===== src/rtl/spi_flash_pkg.sv =====
// Shared definitions for the SPI flash multi-lane reader: opcodes, lane modes, FSM states.
package spi_flash_pkg;

  localparam logic [7:0] CMD_READ_1 = 8'h0B;
  localparam logic [7:0] CMD_READ_2 = 8'h3B;
  localparam logic [7:0] CMD_READ_4 = 8'h6B;

  typedef enum logic [1:0] {
    MODE_SINGLE = 2'd0,
    MODE_DUAL   = 2'd1,
    MODE_QUAD   = 2'd2,
    MODE_RSVD   = 2'd3
  } mode_e;

  typedef enum logic [2:0] {
    ST_IDLE,
    ST_CMD,
    ST_ADDR,
    ST_DUMMY,
    ST_READ,
    ST_DRAIN
  } state_e;

  // Reserved encoding collapses onto single-lane operation.
  function automatic mode_e norm_mode(input logic [1:0] m);
    return (m == MODE_RSVD) ? MODE_SINGLE : mode_e'(m);
  endfunction

  function automatic logic [7:0] mode_cmd(input mode_e m);
    case (m)
      MODE_DUAL: return CMD_READ_2;
      MODE_QUAD: return CMD_READ_4;
      default:   return CMD_READ_1;
    endcase
  endfunction

  // Index of the final SCK of a byte: 8, 4 or 2 SCK per byte.
  function automatic logic [2:0] mode_last_sck(input mode_e m);
    case (m)
      MODE_DUAL: return 3'd3;
      MODE_QUAD: return 3'd1;
      default:   return 3'd7;
    endcase
  endfunction

endpackage


===== src/rtl/spi_flash_lane_shift.sv =====
// 32-bit command/address output shifter plus 1/2/4-lane input byte assembler.
module spi_flash_lane_shift
  import spi_flash_pkg::*;
(
  input  logic        clk,
  input  logic        rst,
  input  logic        load_i,
  input  logic [31:0] word_i,
  input  logic        shift_i,
  input  logic        cap_i,
  input  logic [1:0]  mode_i,
  input  logic [3:0]  io_i,
  output logic        mosi_o,
  output logic [7:0]  byte_o,
  output logic        last_o,
  output logic        byte_done_o
);

  logic [31:0] sr_q, sr_d;
  logic [7:0]  asm_q, asm_d, asm_nx;
  logic [2:0]  bcnt_q, bcnt_d;
  mode_e       mode;

  assign mode = mode_e'(mode_i);

  // Higher-numbered lanes land in the more significant bit positions.
  always_comb begin
    case (mode)
      MODE_DUAL: asm_nx = {asm_q[5:0], io_i[1:0]};
      MODE_QUAD: asm_nx = {asm_q[3:0], io_i[3:0]};
      default:   asm_nx = {asm_q[6:0], io_i[1]};
    endcase
  end

  assign last_o      = (bcnt_q == mode_last_sck(mode));
  assign byte_done_o = cap_i && last_o;
  assign byte_o      = asm_nx;
  assign mosi_o      = sr_q[31];

  always_comb begin
    sr_d   = sr_q;
    asm_d  = asm_q;
    bcnt_d = bcnt_q;
    if (load_i) begin
      sr_d   = word_i;
      asm_d  = '0;
      bcnt_d = '0;
    end else begin
      if (shift_i) sr_d = {sr_q[30:0], 1'b0};
      if (cap_i) begin
        asm_d  = asm_nx;
        bcnt_d = last_o ? 3'd0 : bcnt_q + 3'd1;
      end
    end
  end

  always_ff @(posedge clk or posedge rst) begin
    if (rst) begin
      sr_q   <= '0;
      asm_q  <= '0;
      bcnt_q <= '0;
    end else begin
      sr_q   <= sr_d;
      asm_q  <= asm_d;
      bcnt_q <= bcnt_d;
    end
  end

endmodule


===== src/rtl/spi_flash_mreader.sv =====
// SPI flash fast-read master: single/dual/quad output read into a one-byte holding register.
module spi_flash_mreader
  import spi_flash_pkg::*;
#(
  parameter int unsigned LEN_W     = 16,
  parameter int unsigned DUMMY_CYC = 8
) (
  input  logic             clk,
  input  logic             rst,
  input  logic [23:0]      addr,
  input  logic [LEN_W-1:0] len,
  input  logic [1:0]       mode,
  input  logic             go,
  output logic             rdy,
  output logic [7:0]       out_data,
  output logic             out_valid,
  input  logic             out_ready,
  output logic             spi_cs_n,
  output logic             spi_clk,
  output logic [3:0]       io_out,
  output logic [3:0]       io_oe,
  input  logic [3:0]       io_in
);

  localparam logic [4:0] DUMMY_LAST = 5'((DUMMY_CYC == 0) ? 0 : DUMMY_CYC - 1);

  state_e           state_q, state_d;
  logic             phase_q, phase_d;
  logic [4:0]       cnt_q, cnt_d;
  logic [LEN_W-1:0] bytes_q, bytes_d;
  mode_e            mode_q, mode_d;
  logic [7:0]       hold_q, hold_d;
  logic             valid_q, valid_d;

  logic       accept, active, cmd_addr, tick_b, stall, shift, cap;
  logic       mosi, last_sck, byte_done;
  logic [7:0] byte_val;

  assign accept   = (state_q == ST_IDLE) && go && (len != '0);
  assign active   = state_q inside {ST_CMD, ST_ADDR, ST_DUMMY, ST_READ};
  assign cmd_addr = state_q inside {ST_CMD, ST_ADDR};
  assign tick_b   = active && phase_q;
  assign shift    = tick_b && cmd_addr;
  assign cap      = tick_b && (state_q == ST_READ);
  // Stall before the byte-completing SCK rises, so the assembler never holds an orphaned byte.
  assign stall    = (state_q == ST_READ) && !phase_q && last_sck && valid_q && !out_ready;

  spi_flash_lane_shift u_shift (
    .clk         (clk),
    .rst         (rst),
    .load_i      (accept),
    .word_i      ({mode_cmd(norm_mode(mode)), addr}),
    .shift_i     (shift),
    .cap_i       (cap),
    .mode_i      (mode_q),
    .io_i        (io_in),
    .mosi_o      (mosi),
    .byte_o      (byte_val),
    .last_o      (last_sck),
    .byte_done_o (byte_done)
  );

  always_comb begin
    state_d = state_q;
    phase_d = phase_q;
    cnt_d   = cnt_q;
    bytes_d = bytes_q;
    mode_d  = mode_q;
    hold_d  = hold_q;
    valid_d = valid_q;

    if (active && !stall) phase_d = ~phase_q;
    if (tick_b) cnt_d = cnt_q + 5'd1;
    if (valid_q && out_ready) valid_d = 1'b0;
    if (byte_done) begin
      hold_d  = byte_val;
      valid_d = 1'b1;
      bytes_d = bytes_q - LEN_W'(1);
    end

    unique case (state_q)
      ST_IDLE: if (accept) begin
        state_d = ST_CMD;
        phase_d = 1'b0;
        cnt_d   = '0;
        bytes_d = len;
        mode_d  = norm_mode(mode);
      end
      ST_CMD: if (tick_b && cnt_q == 5'd7) begin
        state_d = ST_ADDR;
        cnt_d   = '0;
      end
      ST_ADDR: if (tick_b && cnt_q == 5'd23) begin
        state_d = (DUMMY_CYC == 0) ? ST_READ : ST_DUMMY;
        cnt_d   = '0;
      end
      ST_DUMMY: if (tick_b && cnt_q == DUMMY_LAST) begin
        state_d = ST_READ;
        cnt_d   = '0;
      end
      ST_READ: if (byte_done && bytes_q == LEN_W'(1)) begin
        state_d = ST_DRAIN;
        phase_d = 1'b0;
      end
      ST_DRAIN: if (!valid_q) state_d = ST_IDLE;
      default: state_d = ST_IDLE;
    endcase
  end

  always_ff @(posedge clk or posedge rst) begin
    if (rst) begin
      state_q <= ST_IDLE;
      phase_q <= 1'b0;
      cnt_q   <= '0;
      bytes_q <= '0;
      mode_q  <= MODE_SINGLE;
      hold_q  <= '0;
      valid_q <= 1'b0;
    end else begin
      state_q <= state_d;
      phase_q <= phase_d;
      cnt_q   <= cnt_d;
      bytes_q <= bytes_d;
      mode_q  <= mode_d;
      hold_q  <= hold_d;
      valid_q <= valid_d;
    end
  end

  assign rdy       = (state_q == ST_IDLE);
  assign spi_cs_n  = !active;
  assign spi_clk   = tick_b;
  assign io_oe     = cmd_addr ? 4'b0001 : 4'b0000;
  assign io_out    = {2'b11, 1'b0, cmd_addr && mosi};
  assign out_data  = hold_q;
  assign out_valid = valid_q;

endmodule


===== config.mk =====
export PLATFORM = sky130hd
export DESIGN_NAME = spi_flash_mreader
export DESIGN_NICKNAME = d
export VERILOG_FILES = /design/src/rtl/spi_flash_pkg.sv /design/src/rtl/spi_flash_lane_shift.sv /design/src/rtl/spi_flash_mreader.sv
export SDC_FILE = /design/constraint.sdc
export NUM_CORES = 1
export LEC_CHECK = 0
export ABC_CLOCK_PERIOD_IN_PS = 3650
export CAP_MARGIN = 40
export CORE_MARGIN = 3
export CORE_UTILIZATION = 54
export DETAILED_ROUTE_END_ITERATION = 10
export PLACE_DENSITY = 0.81
export SKIP_LAST_GASP = 1
export SYNTH_ARGS = -nofsm -noshare
export SYNTH_HDL_FRONTEND = slang
export SYNTH_HIERARCHICAL = 1
export SYNTH_SLANG_ARGS = --single-unit

===== constraint.sdc =====
create_clock -name clk -period 3.65 [get_ports clk]
set_input_delay 1.095 -clock clk [delete_from_list [all_inputs] [get_ports clk]]
set_output_delay 1.095 -clock clk [all_outputs]
set_load 0.02 [all_outputs]

==> reports/qor.csv, run 1 <==
stage,metric,value,unit
status,outcome,"finished, final reports clean",
pwr,Peak VDD IR,0.353,mV
placed_design,GPL Wtd Cong,0.872,
global_route,met2 Use GR,0.349,
timing,RSZ-0062 raised after global routing,false,
global_route,first-pass GRT wire length,15300,um
logic_synthesis,"Cell Area, Synth",4280,um2
worst_setup_path,Crit path max-delay family,simple AND/OR/NAND/NOR gates,
logic_synthesis,Mean Syn Cell Area,10.3,um2
clocking,clk_lat worst skew,0.35,ns
logic_synthesis,Seq cells post-synth,78,
global_route,met3 Resource Use GR,0.0534,
final_layout,# fillers,582,
timing,Slew Limit Headroom,0.570,
clocking,clock slew at the register clock pins of the worst setup and hold paths,0.09,ns
final_layout,finished layout cell area,5180,um2
logic_synthesis,ys flop type,dfrtp_1,
worst_setup_path,Critical path buffers and inverters,2,
placed_design,Area after DPL,4990,um2
timing,min Tclk post-route,3.32,ns
final_layout,Sequential cell area,1950,um2
worst_setup_path,"slowest stage delay, CP",0.64,ns
logic_synthesis,sequential-to-total area share from yosys stat,0.456,
timing,measured slew at the worst slew-check pin,0.645,ns
global_route,Overflow after GRT,0,
logic_synthesis,area fraction of the dominant cell type after synthesis,0.456,
clocking,TritonCTS Buffers,9,
logic_synthesis,synth top area cells,"dfrtp_1, mux2i_1, o21ai_0",
worst_hold_path,Hold Path Class,register to register,
route,post-DR vias/cell,5.59,
final_layout,fin util,0.695,
worst_setup_path,slowest CP cell,or3_2,
route,DR WL/cell,15.0,um
clocking,H-tree depth,3,
die,initial core utilization,0.574,
clocking,Max Root-Sink Buffers,2,
timing,skew final,0.0151,ns
timing,post-route clock period utilization,0.909,
logic_synthesis,Ys Warns,6,
placed_design,Post-DP HPWL,6330,um
die,CORE AREA,7450,um2
worst_setup_path,worst-path cell chain,or3_2 > nand3_1 > inv_1 > clkdlybuf4s50_1,
route,1st-iter DRT viols,162,
final_layout,NumNets Final,542,
clocking,CTS root buffer,clkbuf_8,
global_route,GRT Total Usage,0.214,
final_layout,multi-input combinational cell area,2100,um2
final_layout,n_diodes,0,
final_layout,area grow syn2layout,21.1,%
die,Die Y,95.0,um
route,First-pass DRT Iterations,4,
global_route,gr busiest metal,met2,
global_route,vias in the first global route,3318,
logic_synthesis,post-synth top area cell,dfrtp_1,
global_route,initial antenna violation count,0,
route,Routed Antenna Nets,0,
die,I/O pin total,70,
timing,Final Hold Viols,0,
worst_setup_path,Crit. End Element,output port,
global_route,pin count of the biggest net entering global routing,46,
logic_synthesis,Mapped Cells,417,
clocking,# Post-CTS Setup Buffers,0,
route,Routed Wire Length,8840,um
timing,Highest Clock Rate,301,MHz
die,row count,31,
route,vias post-DR,3285,
clocking,CTS Hold Bufs,0,
worst_setup_path,CP Class,register to output port,
global_route,met1 Usage GRT,0.277,
final_layout,share of cells above drive strength 1,0.127,
pwr,Power per Cell Area,664,nW/um2
worst_setup_path,"Req. time, crit path",2.55,ns
logic_synthesis,Synth cell types,59,
timing,Final Hold Slack,0.515,ns
worst_setup_path,CP Launch Type,register,
worst_setup_path,"Data arrival, critical path",2.22,ns
timing,final-report setup violation count,0,
route,DRC errors left,0,
clocking,CTS tree,built,
timing,TNS Setup,0,ns
logic_synthesis,number of synthesized flops with an enable pin,0,
run,Max-Cap Viols,0,
pwr,Static Leak,2.22,nW
clocking,Post-CTS Resized,0,
die,Die X,95.0,um
placed_design,IO buf count,63,
timing,Max Transition Viols Final,0,
worst_setup_path,CP max FO,10,
die,Die Area,9020,um2
clocking,CTS Sinks,78,
logic_synthesis,ys async rst share,1.00,
==> synthesized netlist by cell type (all sizes together), types with 3 or more instances <==
master,count
dfrtp,78
o21ai,43
nand2,42
mux2i,33
buf,22
nor2,22
mux2,21
inv,18
xnor2,16
nor3,10
a21oi,9
clkbuf,8
ha,8
nand2b,8
a221oi,7
nand3,6
nand4,5
nor2b,5
o32ai,5
or4,5
xor2,4
and2,3
and3,3
nand4b,3
nor4,3
or3,3
==> flip-flops by register name, indices dropped and copies added, names as in the netlist <==
register	cells
u_shift/asm_q	7
mode_q	2
bytes_q	16
state_q	3
u_shift/bcnt_q	3
out_valid	1
u_shift/sr_q	32
phase_q	1
cnt_q	5
out_data	8
==> cell families after synthesis <==
group / synth area share
multiplexers: 0.136
buffers and inverters: 0.0603
flip-flops: 0.456
XOR/XNOR: 0.0427
other: 0.00176
AND/OR/NAND/NOR: 0.151
adder cells (fa/ha/maj): 0.0234
AO/OA/AOI/OAI: 0.128
==> per-layer routing <==
metal	wire length, um	vias up
met5	0	-
met2	4410	88
met3	425	14
met1	3860	1587
li1	-	1596
met4	139	0
==> power by group <==
group / internal [mW] / switching [mW] / total [mW]
Combinational: 0.687 / 0.747 / 1.43
Sequential: 1.16 / 0.245 / 1.41
Clock: 0.269 / 0.324 / 0.593
Total: 2.12 / 1.32 / 3.44
==> layout by cell type (no fill, tap or decap), types with 10 or more instances in the layout <==
cell             synthesis  routed
clkdlybuf4s50_1          0      63
clkbuf_8                 0      10
dfrtp_1                 78      78
xnor2_1                 16      16
inv_1                   18      17
o21ai_0                 43      43
nor2_1                  22      22
mux2i_1                 33      33
buf_4                   10      11
conb_1                   2      11
mux2_2                  17      17
nand2_1                 42      42
==> stage by stage <==
stage                     instances  setup WS (ns)  power [mW]
after floorplan                 426          0.378        2.51
after global placement          569          0.213        2.75
after detailed placement        572          0.101        2.85
after CTS                       588          0.310        3.46
after global routing            588          0.231        3.71
final                           588          0.333        3.44
==> path summary, 6_finish.rpt <==
check                      slack, ns        start  depth (start not counted)                 to
min reg2reg                     0.52  out_data[2]                          1        out_data[2]
max reg2reg                     0.71    mode_q[0]                         10        bytes_q[14]
min in group asynchronous       1.20          rst                          3         state_q[0]
max in group asynchronous       2.06          rst                          3  u_shift/bcnt_q[1]
min                             0.52  out_data[2]                          1        out_data[2]
max                             0.33   state_q[0]                          4            spi_clk
==> layout make-up <==
class,count,share of cell area
clock buffers,10,0.0266
clock inverters,6,0.00894
inverters,18,0.0130
multi-input cells,300,0.406
flip-flops and latches,78,0.377
well taps,99,0.0239
repair buffers,77,0.145
No activity file was read; power rests on OpenSTA's default activity.
==> run 2: changes to the inputs <==
--- a/config.mk
+++ b/config.mk
@@ -9,6 +9,7 @@
 export CAP_MARGIN = 40
 export CORE_MARGIN = 3
 export CORE_UTILIZATION = 54
+export CTS_CLUSTER_DIAMETER = 150
 export DETAILED_ROUTE_END_ITERATION = 10
 export PLACE_DENSITY = 0.81
 export SKIP_LAST_GASP = 1
==> results of run 2 <==
Final layout, timing and power as in run 1 (identical DEF).
==> run 3: changes to the inputs <==
--- a/config.mk
+++ b/config.mk
@@ -7,11 +7,13 @@
 export LEC_CHECK = 0
 export ABC_CLOCK_PERIOD_IN_PS = 3650
 export CAP_MARGIN = 40
+export CELL_PAD_IN_SITES_DETAIL_PLACEMENT = 2
+export CELL_PAD_IN_SITES_GLOBAL_PLACEMENT = 2
 export CORE_MARGIN = 3
-export CORE_UTILIZATION = 54
+export CORE_UTILIZATION = 34
 export CTS_CLUSTER_DIAMETER = 150
 export DETAILED_ROUTE_END_ITERATION = 10
-export PLACE_DENSITY = 0.81
+export PLACE_DENSITY_LB_ADDON = 0.1
 export SKIP_LAST_GASP = 1
 export SYNTH_ARGS = -nofsm -noshare
 export SYNTH_HDL_FRONTEND = slang
==> run 3 against run 2 <==
Clock power grew 69%. Total power up 14%. Non-clock buffer count increased by 1. Critical path depth unchanged. Routed wire length grew 28%. Highest routed layer unchanged.
==> reports/qor.csv, run 3 (synthesis gave the netlist of run 1 again) <==
stage,metric,value,unit,change
worst_setup_path,CP Class,register to output port,,unchanged
timing,min Tclk post-route,3.35,ns,was 3.32 ns
clocking,TritonCTS Buffers,9,,unchanged
timing,Final Hold Slack,0.508,ns,was 0.515 ns
worst_hold_path,Hold Path Class,register to register,,unchanged
route,DRC errors left,0,,unchanged
worst_setup_path,"Data arrival, critical path",2.25,ns,was 2.22 ns
worst_setup_path,Crit. End Element,output port,,unchanged
route,1st-iter DRT viols,153,,was 162
clocking,clk_lat worst skew,0.34,ns,was 0.35 ns
pwr,switching fraction of total power,0.358,,was 0.383
timing,Final Hold Viols,0,,unchanged
clocking,CTS tree,built,,unchanged
pwr,Reg power frac,0.364,,was 0.410
route,DR WL/cell,17.3,um,was 15.0 um
pwr,Peak VDD IR,0.445,mV,was 0.353 mV
final_layout,"most common cell after layout, fill and taps aside",dfrtp_1,,unchanged
timing,final-report setup violation count,0,,unchanged
pwr,Power per Cell Area,720,nW/um2,was 664 nW/um2
worst_setup_path,CP max FO,10,,unchanged
route,post-DR vias/cell,5.09,,was 5.59
timing,Slew Limit Headroom,0.506,,was 0.570
route,First-pass DRT Iterations,4,,unchanged
timing,Highest Clock Rate,299,MHz,was 301 MHz
timing,RSZ-0062 raised after global routing,false,,unchanged
global_route,initial antenna violation count,0,,unchanged
route,vias post-DR,3351,,was 3285
pwr,Clk pwr share,0.256,,was 0.173
final_layout,n_diodes,0,,unchanged
die,Die Y,118,um,was 95.0 um
die,row count,40,,was 31
timing,TNS Setup,0,ns,unchanged
die,initial core utilization,0.352,,was 0.574
placed_design,Area after DPL,5090,um2,was 4990 um2
die,Die Area,14000,um2,was 9020 um2
die,I/O pin total,70,,unchanged
pwr,Static Leak,2.30,nW,was 2.22 nW
status,outcome,"finished, final reports clean",,unchanged
worst_setup_path,"slowest stage delay, CP",0.65,ns,was 0.64 ns
final_layout,# fillers,1330,,was 582
global_route,pin count of the biggest net entering global routing,54,,was 46
final_layout,area grow syn2layout,26.8,%,was 21.1%
timing,Max Transition Viols Final,0,,unchanged
clocking,Max Root-Sink Buffers,2,,unchanged
global_route,first-pass GRT wire length,19500,um,was 15300 um
pwr,Pint,2.51,mW,was 2.12 mW
timing,post-route clock period utilization,0.916,,was 0.909
worst_setup_path,CP Launch Type,register,,unchanged
global_route,GRT Total Usage,0.174,,was 0.214
clocking,H-tree depth,3,,unchanged
clocking,CTS Hold Bufs,0,,unchanged
final_layout,NumNets Final,543,,was 542
worst_setup_path,Critical path buffers and inverters,2,,unchanged
clocking,Post-CTS Resized,0,,unchanged
clocking,# Post-CTS Setup Buffers,0,,unchanged
route,Routed Antenna Nets,0,,unchanged
run,Max-Cap Viols,0,,unchanged
placed_design,Post-DP HPWL,8020,um,was 6330 um
clocking,CTS root buffer,clkbuf_16,,was clkbuf_8
die,CORE AREA,12200,um2,was 7450 um2
timing,setup ws final,0.305,ns,was 0.333 ns
worst_setup_path,slowest CP cell,or3_2,,unchanged
worst_setup_path,worst-path cell chain,or3_2 > nand3_1 > inv_1 > clkdlybuf4s50_1,,unchanged
final_layout,most frequent cells in the layout,"dfrtp_1, clkdlybuf4s50_1, o21ai_0",,unchanged
final_layout,finished layout cell area,5420,um2,was 5180 um2
placed_design,IO buf count,63,,unchanged
timing,measured slew at the worst slew-check pin,0.736,ns,was 0.645 ns
clocking,clock slew at the register clock pins of the worst setup and hold paths,0.06,ns,was 0.09 ns
timing,skew final,0.00526,ns,was 0.0151 ns
pwr,Comb power frac,0.379,,was 0.417
final_layout,share of cells above drive strength 1,0.129,,was 0.127
worst_setup_path,"Req. time, crit path",2.55,ns,about the same
placed_design,GPL Wtd Cong,0.743,,was 0.872
die,Die X,118,um,was 95.0 um
pwr,Switch Pwr,1.40,mW,was 1.32 mW
worst_setup_path,Crit path max-delay family,simple AND/OR/NAND/NOR gates,,unchanged
clocking,CTS Sinks,78,,unchanged
final_layout,Largest register FFs,32,,unchanged
placed_design,post-place setup slack,0.152,ns,was 0.101 ns
final_layout,Biggest register,u_shift/sr_q,,unchanged
global_route,Overflow after GRT,0,,unchanged
route,Routed Wire Length,11400,um,was 8840 um
global_route,vias in the first global route,3701,,was 3318
==> run 3: path summary, 6_finish.rpt <==
kind | slack, ns | endpoint | depth (start not counted) | start
min | 0.51 | out_data[3] | 1 | out_data[3]
min reg2reg | 0.51 | out_data[3] | 1 | out_data[3]
min in group asynchronous | 1.13 | u_shift/sr_q[3] | 2 | rst
max reg2reg | 0.59 | bytes_q[15] | 10 | mode_q[0]
max in group asynchronous | 1.80 | u_shift/sr_q[21] | 3 | rst
max | 0.30 | spi_clk | 4 | state_q[0]
==> run 3: per-stage QoR <==
stage,total power [mW],utilization,std cells
6_report,3.91,0.446,658
5_1_grt,4.23,0.446,658
4_1_cts,3.98,0.446,658
3_5_place_dp,2.93,0.418,642
3_3_place_gp,2.81,0.415,639
2_1_floorplan,2.51,-,426
==> run 3: layer usage <==
layer  global-route usage  up-vias  share of wire
li1                     -     1590              -
met2                0.300       51           0.52
met5                    0        -              0
met4               0.0396        0         0.0088
met1                0.213     1703           0.43
met3               0.0536        7          0.041
==> run 3: final cells by class <==
type                    count  area (um2)  area share
clock buffers              13         270      0.0498
clock inverters             3        65.1      0.0120
well taps                 168         210      0.0388
multi-input cells         300        2100       0.388
flip-flops and latches     78        1950       0.360
inverters                  18        67.6      0.0125
repair buffers             78         757       0.140
==> run 3: power groups by stage <==
stage	registers, mW	logic (mW)	clock network, mW
2_1_floorplan	1.34	1.17	0
3_3_place_gp	1.42	1.39	0
3_5_place_dp	1.44	1.50	0
4_1_cts	1.43	1.52	1.04
5_1_grt	1.48	1.68	1.08
6_report	1.42	1.48	1.00
